File: src/rtl/mem_access_unit.sv
// Load/store unit between the MEM stage and a variable-latency data memory port.
// Handles lane alignment, byte enables, load extension and access error reporting.
module mem_access_unit #(
  parameter int DATA_W  = 32,
  parameter int ADDR_W  = 32,
  parameter int TIMEOUT = 16
) (
  input  logic                clk,
  input  logic                reset_n,
  input  logic                req_valid,
  output logic                req_ready,
  input  logic                req_we,
  input  logic [1:0]          req_size,
  input  logic                req_signed,
  input  logic [ADDR_W-1:0]   req_addr,
  input  logic [DATA_W-1:0]   req_wdata,
  output logic                resp_valid,
  output logic [DATA_W-1:0]   resp_rdata,
  output logic [1:0]          resp_err,
  output logic                busy,
  output logic                mem_req,
  output logic                mem_we,
  output logic [ADDR_W-1:0]   mem_addr,
  output logic [DATA_W/8-1:0] mem_be,
  output logic [DATA_W-1:0]   mem_wdata,
  input  logic                mem_gnt,
  input  logic                mem_rvalid,
  input  logic [DATA_W-1:0]   mem_rdata
);

  localparam int NB    = DATA_W / 8;
  localparam int OFF_W = $clog2(NB);
  localparam int CNT_W = (TIMEOUT > 1) ? $clog2(TIMEOUT) : 1;
  localparam logic [1:0] MAX_SIZE = 2'(OFF_W);

  localparam logic [1:0] ERR_OK       = 2'd0;
  localparam logic [1:0] ERR_MISALIGN = 2'd1;
  localparam logic [1:0] ERR_SIZE     = 2'd2;
  localparam logic [1:0] ERR_TIMEOUT  = 2'd3;

  typedef enum logic [2:0] {
    S_IDLE  = 3'd0,
    S_ISSUE = 3'd1,
    S_WAIT  = 3'd2,
    S_DONE  = 3'd3,
    S_ERR   = 3'd4
  } state_e;

  // Handshake: an access is taken on a rising edge where req_valid && req_ready;
  // memory accepts on mem_gnt while mem_req is high; load data arrives with mem_rvalid.

  state_e            state_q, state_d;
  logic              we_q, we_d;
  logic [1:0]        size_q, size_d;
  logic              signed_q, signed_d;
  logic [OFF_W-1:0]  off_q, off_d;
  logic [CNT_W-1:0]  cnt_q, cnt_d;
  logic              req_ready_q, req_ready_d;
  logic              busy_q, busy_d;
  logic              resp_valid_q, resp_valid_d;
  logic [DATA_W-1:0] resp_rdata_q, resp_rdata_d;
  logic [1:0]        resp_err_q, resp_err_d;
  logic              mem_req_q, mem_req_d;
  logic              mem_we_q, mem_we_d;
  logic [ADDR_W-1:0] mem_addr_q, mem_addr_d;
  logic [NB-1:0]     mem_be_q, mem_be_d;
  logic [DATA_W-1:0] mem_wdata_q, mem_wdata_d;

  function automatic logic [DATA_W-1:0] size_mask(input logic [1:0] sz);
    case (sz)
      2'd0:    size_mask = DATA_W'(8'hFF);
      2'd1:    size_mask = DATA_W'(16'hFFFF);
      2'd2:    size_mask = DATA_W'(32'hFFFF_FFFF);
      default: size_mask = '1;
    endcase
  endfunction

  function automatic logic [7:0] be_ones(input logic [1:0] sz);
    case (sz)
      2'd0:    be_ones = 8'h01;
      2'd1:    be_ones = 8'h03;
      2'd2:    be_ones = 8'h0F;
      default: be_ones = 8'hFF;
    endcase
  endfunction

  // A full-width field has an all-ones mask, so the sign fill collapses to zero.
  function automatic logic [DATA_W-1:0] extend_load(input logic [DATA_W-1:0] field,
                                                    input logic [1:0]        sz,
                                                    input logic              sgn);
    logic [DATA_W-1:0] m;
    logic              s;
    m = size_mask(sz);
    case (sz)
      2'd0:    s = field[7];
      2'd1:    s = field[15];
      2'd2:    s = field[31];
      default: s = 1'b0;
    endcase
    extend_load = (field & m) | ((sgn && s) ? ~m : '0);
  endfunction

  logic [OFF_W-1:0] req_off;
  logic [2:0]       low_mask;
  logic             misaligned;
  logic             timed_out;

  assign req_off    = req_addr[OFF_W-1:0];
  assign misaligned = |(req_addr[2:0] & low_mask);
  assign timed_out  = (TIMEOUT != 0) && (cnt_q == CNT_W'(TIMEOUT - 1));

  always_comb begin
    case (req_size)
      2'd0:    low_mask = 3'b000;
      2'd1:    low_mask = 3'b001;
      2'd2:    low_mask = 3'b011;
      default: low_mask = 3'b111;
    endcase
  end

  always_comb begin
    state_d      = state_q;
    we_d         = we_q;
    size_d       = size_q;
    signed_d     = signed_q;
    off_d        = off_q;
    cnt_d        = cnt_q;
    resp_rdata_d = resp_rdata_q;
    resp_err_d   = resp_err_q;
    mem_we_d     = mem_we_q;
    mem_addr_d   = mem_addr_q;
    mem_be_d     = mem_be_q;
    mem_wdata_d  = mem_wdata_q;

    case (state_q)
      S_IDLE: begin
        if (req_valid) begin
          we_d     = req_we;
          size_d   = req_size;
          signed_d = req_signed;
          off_d    = req_off;
          if (req_size > MAX_SIZE) begin
            state_d      = S_ERR;
            resp_err_d   = ERR_SIZE;
            resp_rdata_d = '0;
          end else if (misaligned) begin
            state_d      = S_ERR;
            resp_err_d   = ERR_MISALIGN;
            resp_rdata_d = '0;
          end else begin
            state_d     = S_ISSUE;
            mem_we_d    = req_we;
            mem_addr_d  = {req_addr[ADDR_W-1:OFF_W], {OFF_W{1'b0}}};
            mem_be_d    = NB'(be_ones(req_size)) << req_off;
            mem_wdata_d = (req_wdata & size_mask(req_size)) << {req_off, 3'b000};
          end
        end
      end
      S_ISSUE: begin
        if (mem_gnt) begin
          if (we_q) begin
            state_d      = S_DONE;
            resp_err_d   = ERR_OK;
            resp_rdata_d = '0;
          end else begin
            state_d = S_WAIT;
            cnt_d   = '0;
          end
        end
      end
      S_WAIT: begin
        cnt_d = cnt_q + CNT_W'(1);
        if (mem_rvalid) begin
          state_d      = S_DONE;
          resp_err_d   = ERR_OK;
          resp_rdata_d = extend_load(mem_rdata >> {off_q, 3'b000}, size_q, signed_q);
        end else if (timed_out) begin
          state_d      = S_ERR;
          resp_err_d   = ERR_TIMEOUT;
          resp_rdata_d = '0;
        end
      end
      S_DONE:  state_d = S_IDLE;
      S_ERR:   state_d = S_IDLE;
      default: state_d = S_IDLE;
    endcase

    // Write strobes only mean something while the request is on the bus.
    if (state_d != S_ISSUE) begin
      mem_we_d = 1'b0;
      mem_be_d = '0;
    end
    mem_req_d    = (state_d == S_ISSUE);
    req_ready_d  = (state_d == S_IDLE);
    busy_d       = (state_d != S_IDLE);
    resp_valid_d = (state_d == S_DONE) || (state_d == S_ERR);
  end

  always_ff @(posedge clk or negedge reset_n) begin
    if (!reset_n) begin
      state_q      <= S_IDLE;
      we_q         <= 1'b0;
      size_q       <= 2'd0;
      signed_q     <= 1'b0;
      off_q        <= '0;
      cnt_q        <= '0;
      req_ready_q  <= 1'b1;
      busy_q       <= 1'b0;
      resp_valid_q <= 1'b0;
      resp_rdata_q <= '0;
      resp_err_q   <= 2'd0;
      mem_req_q    <= 1'b0;
      mem_we_q     <= 1'b0;
      mem_addr_q   <= '0;
      mem_be_q     <= '0;
      mem_wdata_q  <= '0;
    end else begin
      state_q      <= state_d;
      we_q         <= we_d;
      size_q       <= size_d;
      signed_q     <= signed_d;
      off_q        <= off_d;
      cnt_q        <= cnt_d;
      req_ready_q  <= req_ready_d;
      busy_q       <= busy_d;
      resp_valid_q <= resp_valid_d;
      resp_rdata_q <= resp_rdata_d;
      resp_err_q   <= resp_err_d;
      mem_req_q    <= mem_req_d;
      mem_we_q     <= mem_we_d;
      mem_addr_q   <= mem_addr_d;
      mem_be_q     <= mem_be_d;
      mem_wdata_q  <= mem_wdata_d;
    end
  end

  assign req_ready  = req_ready_q;
  assign busy       = busy_q;
  assign resp_valid = resp_valid_q;
  assign resp_rdata = resp_rdata_q;
  assign resp_err   = resp_err_q;
  assign mem_req    = mem_req_q;
  assign mem_we     = mem_we_q;
  assign mem_addr   = mem_addr_q;
  assign mem_be     = mem_be_q;
  assign mem_wdata  = mem_wdata_q;

endmodule

File: config.mk
export PLATFORM = sky130hd
export DESIGN_NAME = mem_access_unit
export DESIGN_NICKNAME = d
export VERILOG_FILES = /design/src/rtl/mem_access_unit.sv
export SDC_FILE = /design/constraint.sdc
export NUM_CORES = 1
export LEC_CHECK = 0
export BUFFER_PORTS_ARGS = -buffer_cell sky130_fd_sc_hd__clkbuf_2
export CORE_MARGIN = 4
export CORE_UTILIZATION = 35
export CTS_CLUSTER_DIAMETER = 120
export DETAILED_ROUTE_END_ITERATION = 16
export GPL_TIMING_DRIVEN = 0
export PLACE_DENSITY = 0.57
export RECOVER_POWER = 25
export SYNTH_ARGS = -nofsm -noshare
export SYNTH_HDL_FRONTEND = slang
export SYNTH_SLANG_ARGS = --single-unit
File: constraint.sdc
create_clock -name clk -period 5.58 [get_ports clk]
set_clock_uncertainty 0.15 [all_clocks]
set_input_delay 0.837 -clock clk [delete_from_list [all_inputs] [get_ports clk]]
set_output_delay 0.837 -clock clk [all_outputs]
set_load 0.005 [all_outputs]
# Word-level counts from Yosys, hierarchy flattened
# Index checks and enable logic that the tools add are counted.
# word_totals
reg_bits	118
latchBits	0
ram_bits	0
mem_bits_ro	0
inputBits	105
output_inout_bits	107
wordCells	119
n_memories	0
# classes
add_sub_neg	1
n_mul	0
n_div	0
order_cmp	1
eq_ne	19
shifts	3
muxes	55
bitwise_logic	7
n_reduce_logical	17
# op_table
operator	count
$mux 32	14
$pmux 32 s2	2
$pmux 32 s3	1
$and 32x32->32	2
$mux 4	11
$not 32->32	1
$or 32x32->32	1
$shl 32x5->32	1
$shr 32x5->32	1
$mux 3	6
$pmux 3 s3	2
$mux 2	7
$pmux 4 s3	1
$mux 1	8
$ne 2x2->1 const B	4
$pmux 4 s2	1
$reduce_and 4->1	2
$eq 3x1->1 const B	2
$eq 3x2->1 const B	2
$logic_not 3->1	2
$ne 3x3->1 const B	2
$pmux 2 s3	1
$reduce_and 6->1	1
$reduce_bool 2->1	3
19 further kinds	25

# Depth between registers and ports, before layout
# Gate-level depths: netlist of the first run.
# depth
ltp_word	14
ltp_mapped	8
ltp_nobuf	5

# Worst setup path after synthesis of the first run
# No wires, ideal clock.
# synth_path
path_kind	in2reg
startpoint	input port req_valid
endpoint	register resp_rdata_q[29], in the netlist resp_rdata[29]
setup_ps	126
t_arrival_ps	2288
required_ps	5304
setup_slack_ps	3016
path_stages	7
path_buffers	2
path_cell_list	nor4b_4 > nor3b_1 > nor2_1 > a21o_1 > buf_6 > buf_6 > a221o_1
# synth_between
elab_chain_cells	2
# synth_rtl
item	line	text
start, declared	10	input logic req_valid,
$ne 2x2->1 (no source line)	-	
$reduce_and 6->1 (no source line)	-	
end signal, assigned	227	resp_rdata_q <= resp_rdata_d;
end, declared	61	logic [DATA_W-1:0] resp_rdata_q, resp_rdata_d;
# No other way between the ends.
# A chain may end at the register's enable or synchronous reset.

==> impl_table.tex, run 1 <==
\begin{tabular}{lr}
\hline
Metric & Value \\
\hline
\multicolumn{2}{l}{\textbf{Outcome}} \\
\quad Status & finished with violations \\
\quad Failing checks & capacitance limit, slew limit \\
\multicolumn{2}{l}{\textbf{Detailed routing}} \\
\quad TritonRoute pass-1 iters & 4 \\
\quad First DRT Iteration DRCs & between 150 and 200 \\
\quad Residual antenna-violating net count after detailed routing & 0 \\
\quad Via density per instance & 5.09 \\
\quad Routed WL & around 17,000 um \\
\quad Routed wire per std cell & roughly 18 um \\
\quad Vias after detailed routing & between 4,000 and 5,000 \\
\quad Number of DRC violations after detailed routing & 0 \\
\multicolumn{2}{l}{\textbf{GRT}} \\
\quad Most congested layer reported by global routing & met2 \\
\quad Number of antenna violations at the first check in global routing & 0 \\
\quad Global-route wire length before repair & 26,700 um \\
\quad Via count of the first global-routing pass & 5,086 \\
\quad Overflow left after global routing & 0 \\
\quad Total Routing Usage GR & 18.8\% \\
\quad Met2 routing resource usage after global routing & between 20\% and 30\% \\
\quad Grt met1 use & between 20\% and 30\% \\
\quad Maximum number of pins on one net before global-route repair & 112 \\
\quad Met3 Resource Use GR & 8.03\% \\
\multicolumn{2}{l}{\textbf{Setup path}} \\
\quad Critical Path End Type & asynchronous set/reset pin \\
\quad Critical path startpoint category & primary input \\
\quad Stage delay of the slowest cell on the critical path & about 2000 ps \\
\quad CP top delay family & buffers and inverters \\
\quad Largest driver fanout on the critical path & roughly 110 \\
\quad Endpoint arrival time on the critical path & 3230 ps \\
\quad WP data required & approximately 5400 ps \\
\quad Buffers and inverters on the worst path & 2 \\
\quad Cell at the slowest stage of the critical path & clkbuf\_2 \\
\quad Ordered cell list for the critical path & clkbuf\_1 > clkbuf\_2 \\
\quad Type of the setup path with the least slack & in2async \\
\multicolumn{2}{l}{\textbf{Timing}} \\
\quad Shortest clock period the worst path allows after layout & 3450 ps \\
\quad \# setup viols final & 0 \\
\quad Total negative slack & 0 ps \\
\quad Remaining max-slew budget at the tightest pin & -81.6\% \\
\quad Final hold vios & 0 \\
\quad RSZ-0062 raised after global routing & false \\
\quad Crit share post-route & around three fifths \\
\quad Slew at the pin closest to its max-slew limit & between 2000 and 3000 ps \\
\quad Maximum operating frequency & 290 MHz \\
\quad Number of max-slew violations in the final report & 112 \\
\multicolumn{2}{l}{\textbf{Synth}} \\
\quad Post-synthesis average cell area & 11.1 sq um \\
\quad Part of the Yosys area used for sequential elements & a little over half \\
\quad Flops \& latches, synth & $\sim$120 \\
\quad Post-Synthesis Cells & 500 \\
\quad Share of the synthesized area in the top cell type & approximately 53\% \\
\quad Mapped Area & about 5500 sq um \\
\quad Most used DFF post-synth & dfrtp\_1 \\
\quad Post-synthesis cell type with the largest combined area & dfrtp\_1 \\
\quad Asr flop ratio synth & 100\% \\
\quad Yosys warning count & 0 \\
\quad Leading cell types by count after synthesis & 117 x dfrtp\_1, 59 x mux2\_2, 54 x nand2\_1, 48 x o21ai\_0, 32 x a21oi\_1 \\
\quad Number of enable flip-flop cells after synthesis & 0 \\
\quad Synth top area cells & dfrtp\_1 53\%, mux2\_2 12\%, o21ai\_0 4.3\% \\
\quad Number of distinct library cell variants in the gate-level netlist after synthesis & 42 \\
\quad Most common cell in the synthesized netlist & dfrtp\_1 \\
\multicolumn{2}{l}{\textbf{CTS}} \\
\quad Hold-fix buffers at CTS & 0 \\
\quad Root cell of the clock tree & clkbuf\_16 \\
\quad Number of H-tree branching levels & 4 \\
\quad Clock latency at the later pin of the worst-skew pair & roughly 410 ps \\
\quad Inserted Clock Buffers & 17 \\
\quad Buffer depth of the longest clock path & 2 \\
\quad Num Clock Sinks & roughly 120 \\
\quad Number of resized instances in the post-cts repair step & 0 \\
\quad CTS tree & done \\
\quad Clock-pin slew of the registers on the worst-case setup and hold paths & $\sim$50 ps \\
\quad Post-CTS setup buffers & 0 \\
\multicolumn{2}{l}{\textbf{Layout}} \\
\quad Antenna fix cells & 0 \\
\quad Combined area of the multi-input logic cells & about 2400 sq um \\
\quad Layout Area Growth over Synthesis & 33.9\% \\
\quad Layout cell share with drive strength beyond 1 & about 44\% \\
\quad Filler Cell Count & about 1,500 \\
\quad Area of all sequential standard cells & approximately 3000 sq um \\
\quad Net count reported at finish & between 800 and 900 \\
\multicolumn{2}{l}{\textbf{Floorplan}} \\
\quad Area of the die & between 15,000 and 20,000 sq um \\
\quad Standard-cell row count & between 40 and 50 \\
\quad Top Ports & 212 \\
\quad Core outline area & roughly 15,000 sq um \\
\quad DIE HEIGHT & between 100 and 150 um \\
\quad Initial standard-cell utilization of the core & 36.0\% \\
\quad Floorplan die width & approximately 130 um \\
\multicolumn{2}{l}{\textbf{Power}} \\
\quad Leakage power & between 3 and 4 nW \\
\quad Power density normalized to cell area & roughly 530 nW/um\^{}2 \\
\quad Total power consumption of the routed design & about 4.0 mW \\
\quad Worst-case vdd ir drop & 0.238 mV \\
\multicolumn{2}{l}{\textbf{Placement}} \\
\quad Global placer's final weighted congestion & between 0.8 and 0.9 \\
\quad \# port buffers & around 210 \\
\quad Hpwl dp & 12,900 um \\
\multicolumn{2}{l}{\textbf{Min path}} \\
\quad Kind of path behind the tightest hold check & in2async \\
\multicolumn{2}{l}{\textbf{Job}} \\
\quad Count of maximum capacitance violations & 1 \\
\hline
\end{tabular}
[metal layers]
| metal | share of wire [%] | wire [um] | up-vias |
|---|---|---|---|
| li1 | - | - | 2266 |
| met1 | 42 | 7060 | 2364 |
| met2 | 46 | 7710 | 210 |
| met3 | 10 | 1720 | 18 |
| met4 | 1.6 | 265 | 0 |
| met5 | 0 | 0 | - |
[state kept, by name (all words and copies together), names as in the netlist]
signal / cells
state_q: 3
mem_we: 1
resp_rdata: 32
resp_err: 2
mem_be: 4
busy: 1
mem_req: 1
size_q: 2
resp_valid: 1
signed_q: 1
mem_wdata: 32
off_q: 2
req_ready: 1
we_q: 1
mem_addr: 30
cnt_q: 4
[layout make-up]
| type | count | share of cell area [%] |
|---|---|---|
| buffer | 37 | 2.53 |
| clock buffer | 20 | 6.16 |
| clock inverter | 12 | 1.42 |
| inverter | 10 | 0.506 |
| multi-input combinational | 336 | 31.8 |
| sequential | 118 | 39.8 |
| tap | 211 | 3.56 |
| timing repair buffer | 210 | 14.2 |
[logic make-up (layout without fill, tap and decap cells)]
kind of cell | count (synthesis) | after routing | share of synthesized area (%)
AOI/OAI and AO/OA | 140 | 140 | 16.6
adders and majority gates | 1 | 1 | 0.226
buffers and inverters | 47 | 289 | 4.07
DFF | 118 | 118 | 53.4
muxes | 79 | 79 | 15.8
other | 1 | 2 | 0.0677
and+or+nand+nor | 114 | 114 | 9.85
[power by group]
part           internal, mW  leakage (nW)  switching, mW
combinational         0.737          1.91          0.747
sequential             1.24          1.52          0.222
clock                 0.632         0.264          0.389
[worst paths after layout]
path	from	endpoint	slack [ps]	cells past startpoint
setup / recovery	reset_n	cnt_q[1]	2130	2
hold / removal	reset_n	resp_rdata[28]	170	1
setup reg to reg	state_q[0]	resp_rdata[22]	2880	8
hold reg to reg	mem_wdata[2]	mem_wdata[2]	330	2
max in group clk	req_size[0]	mem_addr[29]	2870	6
min in group clk	mem_wdata[2]	mem_wdata[2]	330	2
[layout by cell type, fill, tap and decap left out, types with 3 or more instances in the layout]
cell type,netlist,routed
o31ai_1,8,8
buf_2,8,8
a22o_1,17,17
nand2_1,54,54
inv_1,9,9
a31oi_1,3,3
a221o_1,16,16
nor2b_1,4,4
mux2i_1,19,19
a21oi_1,32,32
nand2b_1,3,3
mux2_2,59,59
buf_1,3,3
nor3b_1,10,10
buf_6,4,4
dfrtp_1,117,117
nor2_1,26,26
or2_2,4,4
clkinvlp_4,0,5
clkbuf_1,19,21
nor3_1,5,5
clkbuf_16,0,17
clkbuf_2,1,210
a22oi_1,8,8
clkinv_2,0,4
o21ai_0,48,48
[through the flow]
stage               cells  util, %  setup slack [ps]  hold slack, ps  area [sq um]
floorplan             501        -              3020             300          5540
global placement      921     44.6              1750             316          6850
detailed placement    922     44.8              2390             321          6890
CTS                   954     48.5              2810            77.4          7450
global route          954     48.2              1430             192          7420
finish                954     48.2              2130             170          7420
(Power assumes the default switching activity.)
==> inputs of run 2 (changes only) <==
- ABC_AREA: default -> 1
- clock period: 5.58 -> 3.2 ns (I/O delays scaled with it)
==> run 2 against run 1 <==
The flow now finishes without violations. Register-to-register slack got worse by 1600 ps. Design area increased by 5.8%. Sequential power rose by 69%. Sequential cell count stayed put. Utilization fell by 0.94 points. Critical path depth is 1 higher. Clock power increased by 84%. Sequential share of layout area decreased by 2.2 points. Critical path type unchanged. Largest cell class unchanged. Highest routed layer unchanged.
==> impl_table.tex, run 2 <==
\begin{tabular}{lr}
\hline
Metric & Value \\
\hline
\multicolumn{2}{l}{\textbf{Outcome}} \\
\quad Status & completed \\
\multicolumn{2}{l}{\textbf{CTS}} \\
\quad Post-CTS setup buffers & 0 \\
\quad Hold-fix buffers at CTS & 1 \\
\quad Inserted Clock Buffers & 17 \\
\quad Buffer depth of the longest clock path & 2 \\
\quad Root cell of the clock tree & clkbuf\_16 \\
\quad Number of H-tree branching levels & 4 \\
\quad CTS tree & done \\
\quad Number of resized instances in the post-cts repair step & 0 \\
\quad Clock-pin slew of the registers on the worst-case setup and hold paths & $\sim$50 ps \\
\quad Num Clock Sinks & between 100 and 150 \\
\quad Clock latency at the later pin of the worst-skew pair & roughly 420 ps \\
\multicolumn{2}{l}{\textbf{Layout}} \\
\quad Most frequent standard cell in the layout excluding fill and tap cells & nand2\_1 \\
\quad Layout cell share with drive strength beyond 1 & 31.2\% \\
\quad Layout Area Growth over Synthesis & 32.4\% \\
\quad Filler Cell Count & 1,743 \\
\quad Net count reported at finish & roughly 1,100 \\
\quad Area of all sequential standard cells & about 3000 sq um \\
\quad Antenna fix cells & 0 \\
\quad Combined area of the multi-input logic cells & $\sim$2600 sq um \\
\quad Count of placed standard cells in the final layout, fillers left out & between 1,000 and 1,500 \\
\quad Most frequent cells in the layout & 300 x nand2\_1, 207 x clkbuf\_2, 117 x dfrtp\_1, 78 x o21ai\_0, 47 x nand3\_1 \\
\multicolumn{2}{l}{\textbf{Power}} \\
\quad Part of the power in registers & 34.8\% \\
\quad Power share of the clock group & 26.5\% \\
\quad Switch share & $\sim$39\% \\
\quad Leakage power & about 4.3 nW \\
\quad Combinational Power Share & about two fifths \\
\quad Switch Pwr & around 2.7 mW \\
\quad Internal power & $\sim$4.4 mW \\
\quad Power density normalized to cell area & 904 nW/um\^{}2 \\
\quad Worst-case vdd ir drop & approximately 0.4 mV \\
\multicolumn{2}{l}{\textbf{Timing}} \\
\quad \# setup viols final & 0 \\
\quad Total negative slack & 0 ps \\
\quad Number of max-slew violations in the final report & 0 \\
\quad Remaining max-slew budget at the tightest pin & about a quarter \\
\quad Maximum operating frequency & approximately 470 MHz \\
\quad Shortest clock period the worst path allows after layout & 2140 ps \\
\quad Slew at the pin closest to its max-slew limit & 1120 ps \\
\quad Final hold vios & 0 \\
\quad RSZ-0062 raised after global routing & false \\
\quad Crit share post-route & 66.8\% \\
\multicolumn{2}{l}{\textbf{Synth}} \\
\quad Yosys warning count & 0 \\
\quad Part of the Yosys area used for sequential elements & 49.9\% \\
\quad Post-synthesis cell type with the largest combined area & dfrtp\_1 \\
\quad Number of distinct library cell variants in the gate-level netlist after synthesis & 35 \\
\quad Leading cell types by count after synthesis & 299 x nand2\_1, 117 x dfrtp\_1, 78 x o21ai\_0, 47 x nand3\_1, 27 x inv\_1 \\
\quad Asr flop ratio synth & 100\% \\
\quad Post-Synthesis Cells & 751 \\
\quad Number of enable flip-flop cells after synthesis & 0 \\
\quad Flops \& latches, synth & between 100 and 150 \\
\quad Mapped Area & 5930 sq um \\
\quad Most used DFF post-synth & dfrtp\_1 \\
\quad Synth top area cells & dfrtp\_1 49\%, nand2\_1 19\%, o21ai\_0 6.6\% \\
\quad Most common cell in the synthesized netlist & nand2\_1 \\
\quad Post-synthesis average cell area & about 7.9 sq um \\
\quad Share of the synthesized area in the top cell type & approximately half \\
\multicolumn{2}{l}{\textbf{Setup path}} \\
\quad Worst reg-to-reg setup slack & approximately 1300 ps \\
\quad Type of the setup path with the least slack & in2async \\
\quad Ordered cell list for the critical path & dlygate4sd3\_1 > clkbuf\_8 > clkbuf\_4 \\
\quad Endpoint arrival time on the critical path & 2350 ps \\
\quad Critical path startpoint category & primary input \\
\quad Buffers and inverters on the worst path & 3 \\
\quad Cell at the slowest stage of the critical path & clkbuf\_4 \\
\quad Stage delay of the slowest cell on the critical path & roughly 930 ps \\
\quad Critical Path End Type & asynchronous set/reset pin \\
\quad CP top delay family & buffers and inverters \\
\quad WP data required & 3410 ps \\
\quad Largest driver fanout on the critical path & 80 \\
\multicolumn{2}{l}{\textbf{Placement}} \\
\quad Hpwl dp & approximately 15,000 um \\
\quad Global placer's final weighted congestion & around 0.97 \\
\quad Total instance count after detailed placement & around 1,200 \\
\quad \# port buffers & between 200 and 250 \\
\multicolumn{2}{l}{\textbf{Detailed routing}} \\
\quad Topmost layer with routed signal wires & met4 \\
\quad Via density per instance & 4.88 \\
\quad Routed wire per std cell & around 16 um \\
\quad First DRT Iteration DRCs & approximately 320 \\
\quad TritonRoute pass-1 iters & 6 \\
\quad Length of routed met2 wiring & 8660 um \\
\quad Residual antenna-violating net count after detailed routing & 0 \\
\quad Met3 routed wirelength & approximately 1700 um \\
\quad Number of DRC violations after detailed routing & 0 \\
\quad Met1 routed wirelength after detailed routing & about 8700 um \\
\quad Vias after detailed routing & 5,926 \\
\quad Routed WL & between 15,000 and 20,000 um \\
\multicolumn{2}{l}{\textbf{Min path}} \\
\quad Kind of path behind the tightest hold check & in2reg \\
\multicolumn{2}{l}{\textbf{Floorplan}} \\
\quad Core outline area & 16,600 sq um \\
\quad DIE HEIGHT & 138 um \\
\quad Initial standard-cell utilization of the core & a little over a third \\
\quad Area of the die & about 19,000 sq um \\
\quad Top Ports & 212 \\
\quad Standard-cell row count & 47 \\
\quad Floorplan die width & between 100 and 150 um \\
\multicolumn{2}{l}{\textbf{GRT}} \\
\quad Global-route wire length before repair & roughly 32,000 um \\
\quad Overflow left after global routing & 0 \\
\quad Total Routing Usage GR & between 20\% and 30\% \\
\quad Via count of the first global-routing pass & around 6,000 \\
\quad Maximum number of pins on one net before global-route repair & 81 \\
\quad Number of antenna violations at the first check in global routing & 0 \\
\multicolumn{2}{l}{\textbf{Job}} \\
\quad Count of maximum capacitance violations & 0 \\
\hline
\end{tabular}
run 2: cell count changes after synthesis, sizes merged, moves of 11 or more:
| cell | delta |
|---|---|
| nand2 | +250 |
| mux2 | -59 |
| nand3 | +55 |
| o21ai | +47 |
| inv | +25 |
| mux2i | -19 |
| buf | +17 |
| a221o | -16 |
| a21oi | -15 |
| nand4 | +15 |
| a22o | -13 |
| nor3b | -11 |
run 2: final cells by class:
class	count	share of cell area, %
flip-flops and latches	118	37.7
well taps	220	3.51
multi-input cells	552	32.6
clock inverters	12	1.66
plain buffers	47	3.43
inverters	35	1.83
repair buffers	210	13.6
clock buffers	20	5.69
run 2: per-layer routing:
layer	up-vias	track usage (%)
met3	29	7.25
met1	2713	27.7
met5	-	0
met2	265	32.0
met4	0	6.66
li1	2919	-
run 2: metrics by stage:
step	area, sq um	utilization, %	hold WS, ps	worst slack [ps]	total power, mW
floorplan	5930	-	34.4	1550	4.06
global placement	7250	43.7	312	-399	5.23
detailed placement	7280	43.9	267	1090	5.26
CTS	7870	47.4	88.6	1350	7.17
global route	7850	47.3	95.7	751	7.68
finish	7850	47.3	106	1060	7.09
run 2: kinds of logic (layout without fill, tap and decap cells):
family	count (synthesis)	after routing	synth area share, %
simple gates	412	412	29.6
compound gates	136	136	13.2
flops	118	118	49.9
buf+inv	82	324	6.99
fa+ha+maj	1	1	0.211
other cells	1	2	0.0633
xor+xnor	1	1	0.148
run 2: final timing paths:
| path | start | to | cells after the start |
|---|---|---|---|
| max | reset_n | mem_wdata[31] | 3 |
| min | req_addr[4] | mem_addr[4] | 3 |
| min in group asynchronous | reset_n | busy | 2 |
| max in group clk | state_q[1] | resp_err[0] | 8 |
| min reg2reg | mem_addr[15] | mem_addr[15] | 2 |
| max reg2reg | state_q[1] | resp_err[0] | 8 |
run 2: power groups by stage:
stage	clock network (mW)	registers, mW	logic [mW]
detailed placement	0	2.47	2.79
CTS	1.91	2.47	2.79
floorplan	0	2.47	1.59
finish	1.88	2.47	2.75
global route	2.00	2.54	3.14
global placement	0	2.48	2.75
run 2: worst reg2reg max path, cell delays in order (launching register included):
cell and delay (ps):
dfrtp_1 340, inv_1 70, nand3_1 120, clkbuf_1 340, nor2_2 100, nor2_4 360, nand2_1 150, nand2_1 130
nand2_1 60
